===== config.mk =====
export PLATFORM = sky130hd
export DESIGN_NAME = picorv32_mem_copier
export DESIGN_NICKNAME = d
export VERILOG_FILES = /design/src/rtl/picorv32_mem_copier.sv
export SDC_FILE = /design/constraint.sdc
export NUM_CORES = 1
export LEC_CHECK = 0
export CORE_AREA = 5 5 196 122
export DETAILED_ROUTE_END_ITERATION = 10
export DIE_AREA = 0 0 201 127
export PLACE_DENSITY_LB_ADDON = 0.12
export SLEW_MARGIN = 20
export SYNTH_ARGS = -nofsm -noshare
export SYNTH_HDL_FRONTEND = slang
export SYNTH_SLANG_ARGS = --single-unit

===== constraint.sdc =====
create_clock -name clk -period 3.26 [get_ports clk]
set_input_delay 0.489 -clock clk [delete_from_list [all_inputs] [get_ports clk]]
set_output_delay 0.489 -clock clk [all_outputs]
set_load 0.005 [all_outputs]

===== src/rtl/picorv32_mem_copier.sv =====
// Word-copy bus initiator on the picorv32 native memory interface: one word in flight, read then write.
// Latency: 2N+2 cycles accept-to-done with a zero-wait responder; backpressure via mem_ready stalls, cmd_ready low while busy.
module picorv32_mem_copier #(
    parameter int unsigned LEN_W   = 16,
    parameter int unsigned TIMEOUT = 256
) (
    input  logic             clk,
    input  logic             rst,
    input  logic             cmd_valid,
    output logic             cmd_ready,
    input  logic [31:0]      cmd_src,
    input  logic [31:0]      cmd_dst,
    input  logic [LEN_W-1:0] cmd_len,
    output logic             busy,
    output logic             done,
    output logic             err,
    output logic             mem_valid,
    input  logic             mem_ready,
    output logic [31:0]      mem_addr,
    output logic [31:0]      mem_wdata,
    output logic [3:0]       mem_wstrb,
    input  logic [31:0]      mem_rdata
);

    localparam logic [1:0] S_IDLE = 2'd0;
    localparam logic [1:0] S_RD   = 2'd1;
    localparam logic [1:0] S_WR   = 2'd2;
    localparam logic [1:0] S_FIN  = 2'd3;

    localparam int unsigned TW = (TIMEOUT > 1) ? $clog2(TIMEOUT) : 1;
    localparam logic [TW-1:0] TMO_LAST = TW'(TIMEOUT - 1);

    logic [1:0]       state_q, state_d;
    logic [31:0]      src_q, src_d;
    logic [31:0]      dst_q, dst_d;
    logic [LEN_W-1:0] rem_q, rem_d;
    logic [31:0]      buf_q, buf_d;
    logic             err_flag_q, err_flag_d;
    logic [TW-1:0]    tmo_q, tmo_d;

    logic             cmd_ready_q, busy_q, done_q, err_q, mem_valid_q;
    logic [31:0]      mem_addr_q, mem_addr_d;
    logic [31:0]      mem_wdata_q, mem_wdata_d;
    logic [3:0]       mem_wstrb_q;

    logic             hs;
    logic             tmo_hit;

    assign hs      = mem_valid_q && mem_ready;
    assign tmo_hit = (TIMEOUT != 0) && mem_valid_q && !mem_ready && (tmo_q == TMO_LAST);

    always_comb begin
        state_d    = state_q;
        src_d      = src_q;
        dst_d      = dst_q;
        rem_d      = rem_q;
        buf_d      = buf_q;
        err_flag_d = err_flag_q;
        tmo_d      = '0;
        if (mem_valid_q && !mem_ready) begin
            tmo_d = tmo_q + TW'(1);
        end

        case (state_q)
            S_IDLE: begin
                if (cmd_valid && cmd_ready_q) begin
                    src_d      = cmd_src;
                    dst_d      = cmd_dst;
                    rem_d      = cmd_len;
                    err_flag_d = 1'b0;
                    if ((cmd_src[1:0] != 2'b00) || (cmd_dst[1:0] != 2'b00)) begin
                        err_flag_d = 1'b1;
                        state_d    = S_FIN;
                    end else if (cmd_len == '0) begin
                        state_d = S_FIN;
                    end else begin
                        state_d = S_RD;
                    end
                end
            end
            S_RD: begin
                if (hs) begin
                    buf_d   = mem_rdata;
                    src_d   = src_q + 32'd4;
                    state_d = S_WR;
                end else if (tmo_hit) begin
                    err_flag_d = 1'b1;
                    state_d    = S_FIN;
                end
            end
            S_WR: begin
                if (hs) begin
                    dst_d   = dst_q + 32'd4;
                    rem_d   = rem_q - LEN_W'(1);
                    state_d = (rem_q == LEN_W'(1)) ? S_FIN : S_RD;
                end else if (tmo_hit) begin
                    err_flag_d = 1'b1;
                    state_d    = S_FIN;
                end
            end
            default: begin
                state_d = S_IDLE;
            end
        endcase

        // Bus fields follow the next state so they are valid the same cycle mem_valid rises.
        mem_addr_d  = mem_addr_q;
        mem_wdata_d = mem_wdata_q;
        if (state_d == S_RD) begin
            mem_addr_d = src_d;
        end else if (state_d == S_WR) begin
            mem_addr_d  = dst_d;
            mem_wdata_d = buf_d;
        end
    end

    always_ff @(posedge clk) begin
        if (rst) begin
            state_q     <= S_IDLE;
            src_q       <= '0;
            dst_q       <= '0;
            rem_q       <= '0;
            buf_q       <= '0;
            err_flag_q  <= 1'b0;
            tmo_q       <= '0;
            cmd_ready_q <= 1'b1;
            busy_q      <= 1'b0;
            done_q      <= 1'b0;
            err_q       <= 1'b0;
            mem_valid_q <= 1'b0;
            mem_addr_q  <= '0;
            mem_wdata_q <= '0;
            mem_wstrb_q <= '0;
        end else begin
            state_q     <= state_d;
            src_q       <= src_d;
            dst_q       <= dst_d;
            rem_q       <= rem_d;
            buf_q       <= buf_d;
            err_flag_q  <= err_flag_d;
            tmo_q       <= tmo_d;
            cmd_ready_q <= (state_d == S_IDLE);
            busy_q      <= (state_d != S_IDLE);
            done_q      <= (state_d == S_FIN);
            err_q       <= (state_d == S_FIN) && err_flag_d;
            mem_valid_q <= (state_d == S_RD) || (state_d == S_WR);
            mem_addr_q  <= mem_addr_d;
            mem_wdata_q <= mem_wdata_d;
            mem_wstrb_q <= (state_d == S_WR) ? 4'hF : 4'h0;
        end
    end

    assign cmd_ready = cmd_ready_q;
    assign busy      = busy_q;
    assign done      = done_q;
    assign err       = err_q;
    assign mem_valid = mem_valid_q;
    assign mem_addr  = mem_addr_q;
    assign mem_wdata = mem_wdata_q;
    assign mem_wstrb = mem_wstrb_q;

endmodule

==> results list <==
* All-layer global routing usage: 24.4%
- Cells with a size suffix above 1 make up 9.51% of the layout.
* Detail Route Antenna Nets: 0
- During synthesis, Yosys emitted a total of 0 warnings.
* Worst-path fanout max: 5
* Internal portion of total power: 6.94 mW
- Per report_power, the clock group accounts for 16.6% of the total.
* Synthesized-area fraction occupied by ao, oa, aoi and oai cells: approximately a fifth
- Hold_buf cts: 0
- The flow ran to the end, and the final reports show no timing, DRC or antenna violations.
* Cell at the root of the clock tree: clkbuf_16
- Counting flops and latches in the post-synthesis netlist gives between 150 and 200.
* Die extent in x: approximately 200 um
* Post-route design area: between 10000 and 15000 um^2
- Entering global routing, the biggest net connects 134 pins.
- Post-CTS Resized: 0
* Setup CP Type: register to register
- Total cell area at the placement stage: 12200 um^2
- The worst hold path belongs to the class register to register.
- For this block, the initial DRC count from the detailed router was approximately 1.0k.
- For this run, design rule violations remaining after detail routing come to 0.
* FF-to-FF path depth: 13
- In this run the critical register-to-register path is launched from state_q[0].
- The multi-input combinational cells in the finished layout cover a total of 5400 um^2.
- Among all flip-flop cells after synthesis, the most frequent one is dfxtp_1.
- 0 antenna diodes ended up in the layout.
- Post-synthesis sequential area ratio: slightly below 40%
* Element type at the critical path end: register
- Across the VDD grid, the largest voltage drop is 0.678 mV.
- Total via count in the routed design: 9621
* Synth cell types: 74
- Average routed wire per standard cell: 19.4 um
- Combinational family with the most area after synthesis: simple AND/OR/NAND/NOR gates
- The core region is roughly 22000 um^2.
* Reg2Reg Setup Slack: around 280 ps
- Xor/xnor cell area share of the yosys netlist: 3.16%
- The pre-antenna-repair detailed-routing pass consisted of 5 iterations.
* Clock tree from TritonCTS: yes
* Sequential share of power: around 30%
* Actual transition at the worst max-transition pin: approximately 760 ps
- Global routing finished with a remaining overflow of 0.
- Counting flops with a built-in enable in the synthesized netlist gives 0.
- For the worst setup path, the data arrival time is approximately 3300 ps.
* Hold Path Cell Cnt: 1
* Commonest non-fill, non-tap cells in the layout: dfxtp_1 (193), clkdlybuf4s50_1 (187), nor2_1 (172)
- From synthesis to final layout, the design area changed by 31.4%.
- Clock transition at the register clock pins on the worst setup and hold paths after CTS: 70 ps
* Die Height: 127 um
- The sequential cells in the finished layout cover a total of between 3000 and 4000 um^2.
- CTS built an H-tree with a depth of 4.
- The longest clock path from root to sink contains 2 buffers.
- Of all flip-flops after synthesis, the portion carrying an async set or reset was 0%.
- Wire length reported by the detailed router: ~32000 um
- Routability-driven placement finished with a final weighted congestion of 0.861.
* Sum Neg Setup Slack: 0 ps
- Data required time at the worst endpoint: ~3600 ps
- In this run the static leakage power is 4.71 nW.
* Clock Sinks: about 190
- Once the floorplan was initialized, standard cells occupied 44.5% of the core.
- Slew margin rel.: 48.8%
* Clock Skews: 10.3 ps
- Once layout is complete, the utilization of the core stands at 58.5%.
- Portion of the clock cycle consumed by the worst path in the final layout: 91.4%
* Vias in the first global route: 8641
* Synthesized area divided by synthesized cell count: 8.21 um^2
* Final critical-path required period: a little under 3000 ps
- In this run, CTS created clock tree buffers numbering 17.
- Across the run, the number of max-cap violations was 0.
- For hold timing, the worst endpoint is tmo_q[0].
- Of the post-synthesis cell area, the part taken by muxes is 6.11%.
* Net switching fraction of the power: 43.4%
* Die ar.: 25500 um^2
* Number of standard-cell rows in the floorplan: 42
* Clock latency reported for the late side of the worst-skew pair: between 400 and 500 ps
* Setup-violating endpoint count in the final report: 0
- The initial antenna violation count came to 0.
- Per report_power, the combinational group accounts for 53.7% of the total.
- The worst setup path is launched from a register.
* Psw: 5.31 mW
- Pwr per Cell Area: 960 nW/um^2
- Upper clock frequency limit: 336 MHz
* Final-report hold violation count: 0
- Synth Area in Simple Gates: between 20% and 30%
- Buffers placed on the I/O ports in this run total about 190.
* Detail Placement HPWL: 23400 um
* Final max-slew violation count: 0
* Number of cells produced by synthesis: roughly 1.2k
* Adder-cell area share of the yosys netlist: 1.55%
* Post-DR vias/cell: 5.78
- Origin of the worst min-delay path: tmo_q[0]
- Most common cell after layout, fill and taps aside: dfxtp_1
- Number of filler cells placed in the layout: 2010
- Synthesized net count: between 1k and 1.5k
* Number of nets in the finished design: between 1k and 1.5k
* Synth Cell Area: between 9000 and 10000 um^2
- The number of setup buffers added after CTS is 0.
* RSZ-0062 raised after global routing: false
- Number of top-level design ports: 189
- The endpoint identified for the worst register-to-register timing path is mem_addr[21].
- Global-route wire length before repair: approximately 50000 um
[power groups by stage]
stage	sequential, mW	combinational, mW	clock, mW
floorplan	3.47	3.86	0
global placement	3.64	6.35	0
detailed placement	3.65	6.44	0
CTS	3.61	6.46	2.08
global route	3.72	7.11	2.18
finish	3.63	6.58	2.03
[synthesized netlist by cell type (all sizes together) (9+ instances only)]
cell / number / share of area, %
ha: 12 / 1.5
nor2: 173 / 6.7
o22ai: 10 / 0.64
and2: 13 / 0.84
or3: 9 / 0.68
o221ai: 20 / 1.9
xor2: 17 / 1.5
o21ai: 34 / 1.8
a31oi: 14 / 0.90
and4: 10 / 0.92
dfxtp: 193 / 40
nand3: 42 / 2.2
a21o: 10 / 0.77
and3: 11 / 0.71
a221oi: 23 / 2.3
inv: 19 / 0.73
nand2: 136 / 5.3
a211oi: 40 / 3.1
a22oi: 14 / 1.1
nor3: 17 / 0.88
nor4: 16 / 1.5
nand4: 25 / 1.8
xnor2: 18 / 1.6
mux2i: 51 / 5.3
clkbuf: 74 / 2.9
a21oi: 68 / 3.5
buf: 21 / 1.0
[cells by family (layout without fill, tap and decap cells)]
family,after synthesis,in the layout
compound gates,288,288
simple gates,483,483
buf+inv,114,309
mux,58,58
xor+xnor,35,35
fa+ha+maj,12,12
flops,193,193
[through the flow]
step	worst slack (ps)	hold slack (ps)	power, mW	instances
after CTS	371	428	12.2	1664
after floorplan	3.14	413	7.33	1183
after detailed placement	-16.6	446	10.1	1634
final	281	449	12.2	1664
after global routing	129	438	13.0	1664
after global placement	31.6	433	9.99	1634
[flip-flops by register name, summed over array words and instances (netlist names)]
register and cells:
state_q 2, rem_q 16, dst_q 32, mem_valid 1
buf_q 32, busy 1, cmd_ready 1, mem_wdata 32
mem_addr 32, done 1, mem_wstrb 1, src_q 32
err_flag_q 1, tmo_q 8, err 1
[area by class of cell]
class                      instances  share of cell area [%]
timing repair buffer             260                    19.7
clock buffer                      22                    3.72
tap                              286                    2.81
sequential                       193                    30.3
clock inverter                     8                   0.618
inverter                          19                   0.559
multi-input combinational        876                    42.4
[layer usage]
layer  routed length (um)  track usage (%)  vias to the layer above
li1                     -                -                     4659
met1                15900             38.5                     4526
met2                13000             33.1                      421
met3                 3130             6.69                       15
met4                  244             4.53                        0
met5                    0                0                        -
[critical path: stages, from the launching register on]
cell,delay (ps)
dfxtp_1,360
inv_1,100
ha_2,230
inv_1,60
o21ai_0,400
a31oi_1,120
o22a_1,240
or2_2,320
ha_1,330
inv_1,80
nor2_1,140
buf_4,150
o21ai_0,160
a31oi_1,210
[how the worst max path moves through the flow]
stage	cells after the start	slack, ps	start	to
6_report	13	280	state_q[0]	mem_addr[21]
5_1_grt	13	130	state_q[0]	mem_addr[21]
4_1_cts	12	370	rem_q[2]	mem_addr[21]
3_5_place_dp	12	-20	mem_ready	mem_addr[21]
3_3_place_gp	12	30	mem_ready	mem_addr[31]
2_1_floorplan	14	3	cmd_valid	mem_addr[10]
No activity file was read; power rests on OpenSTA's default activity.
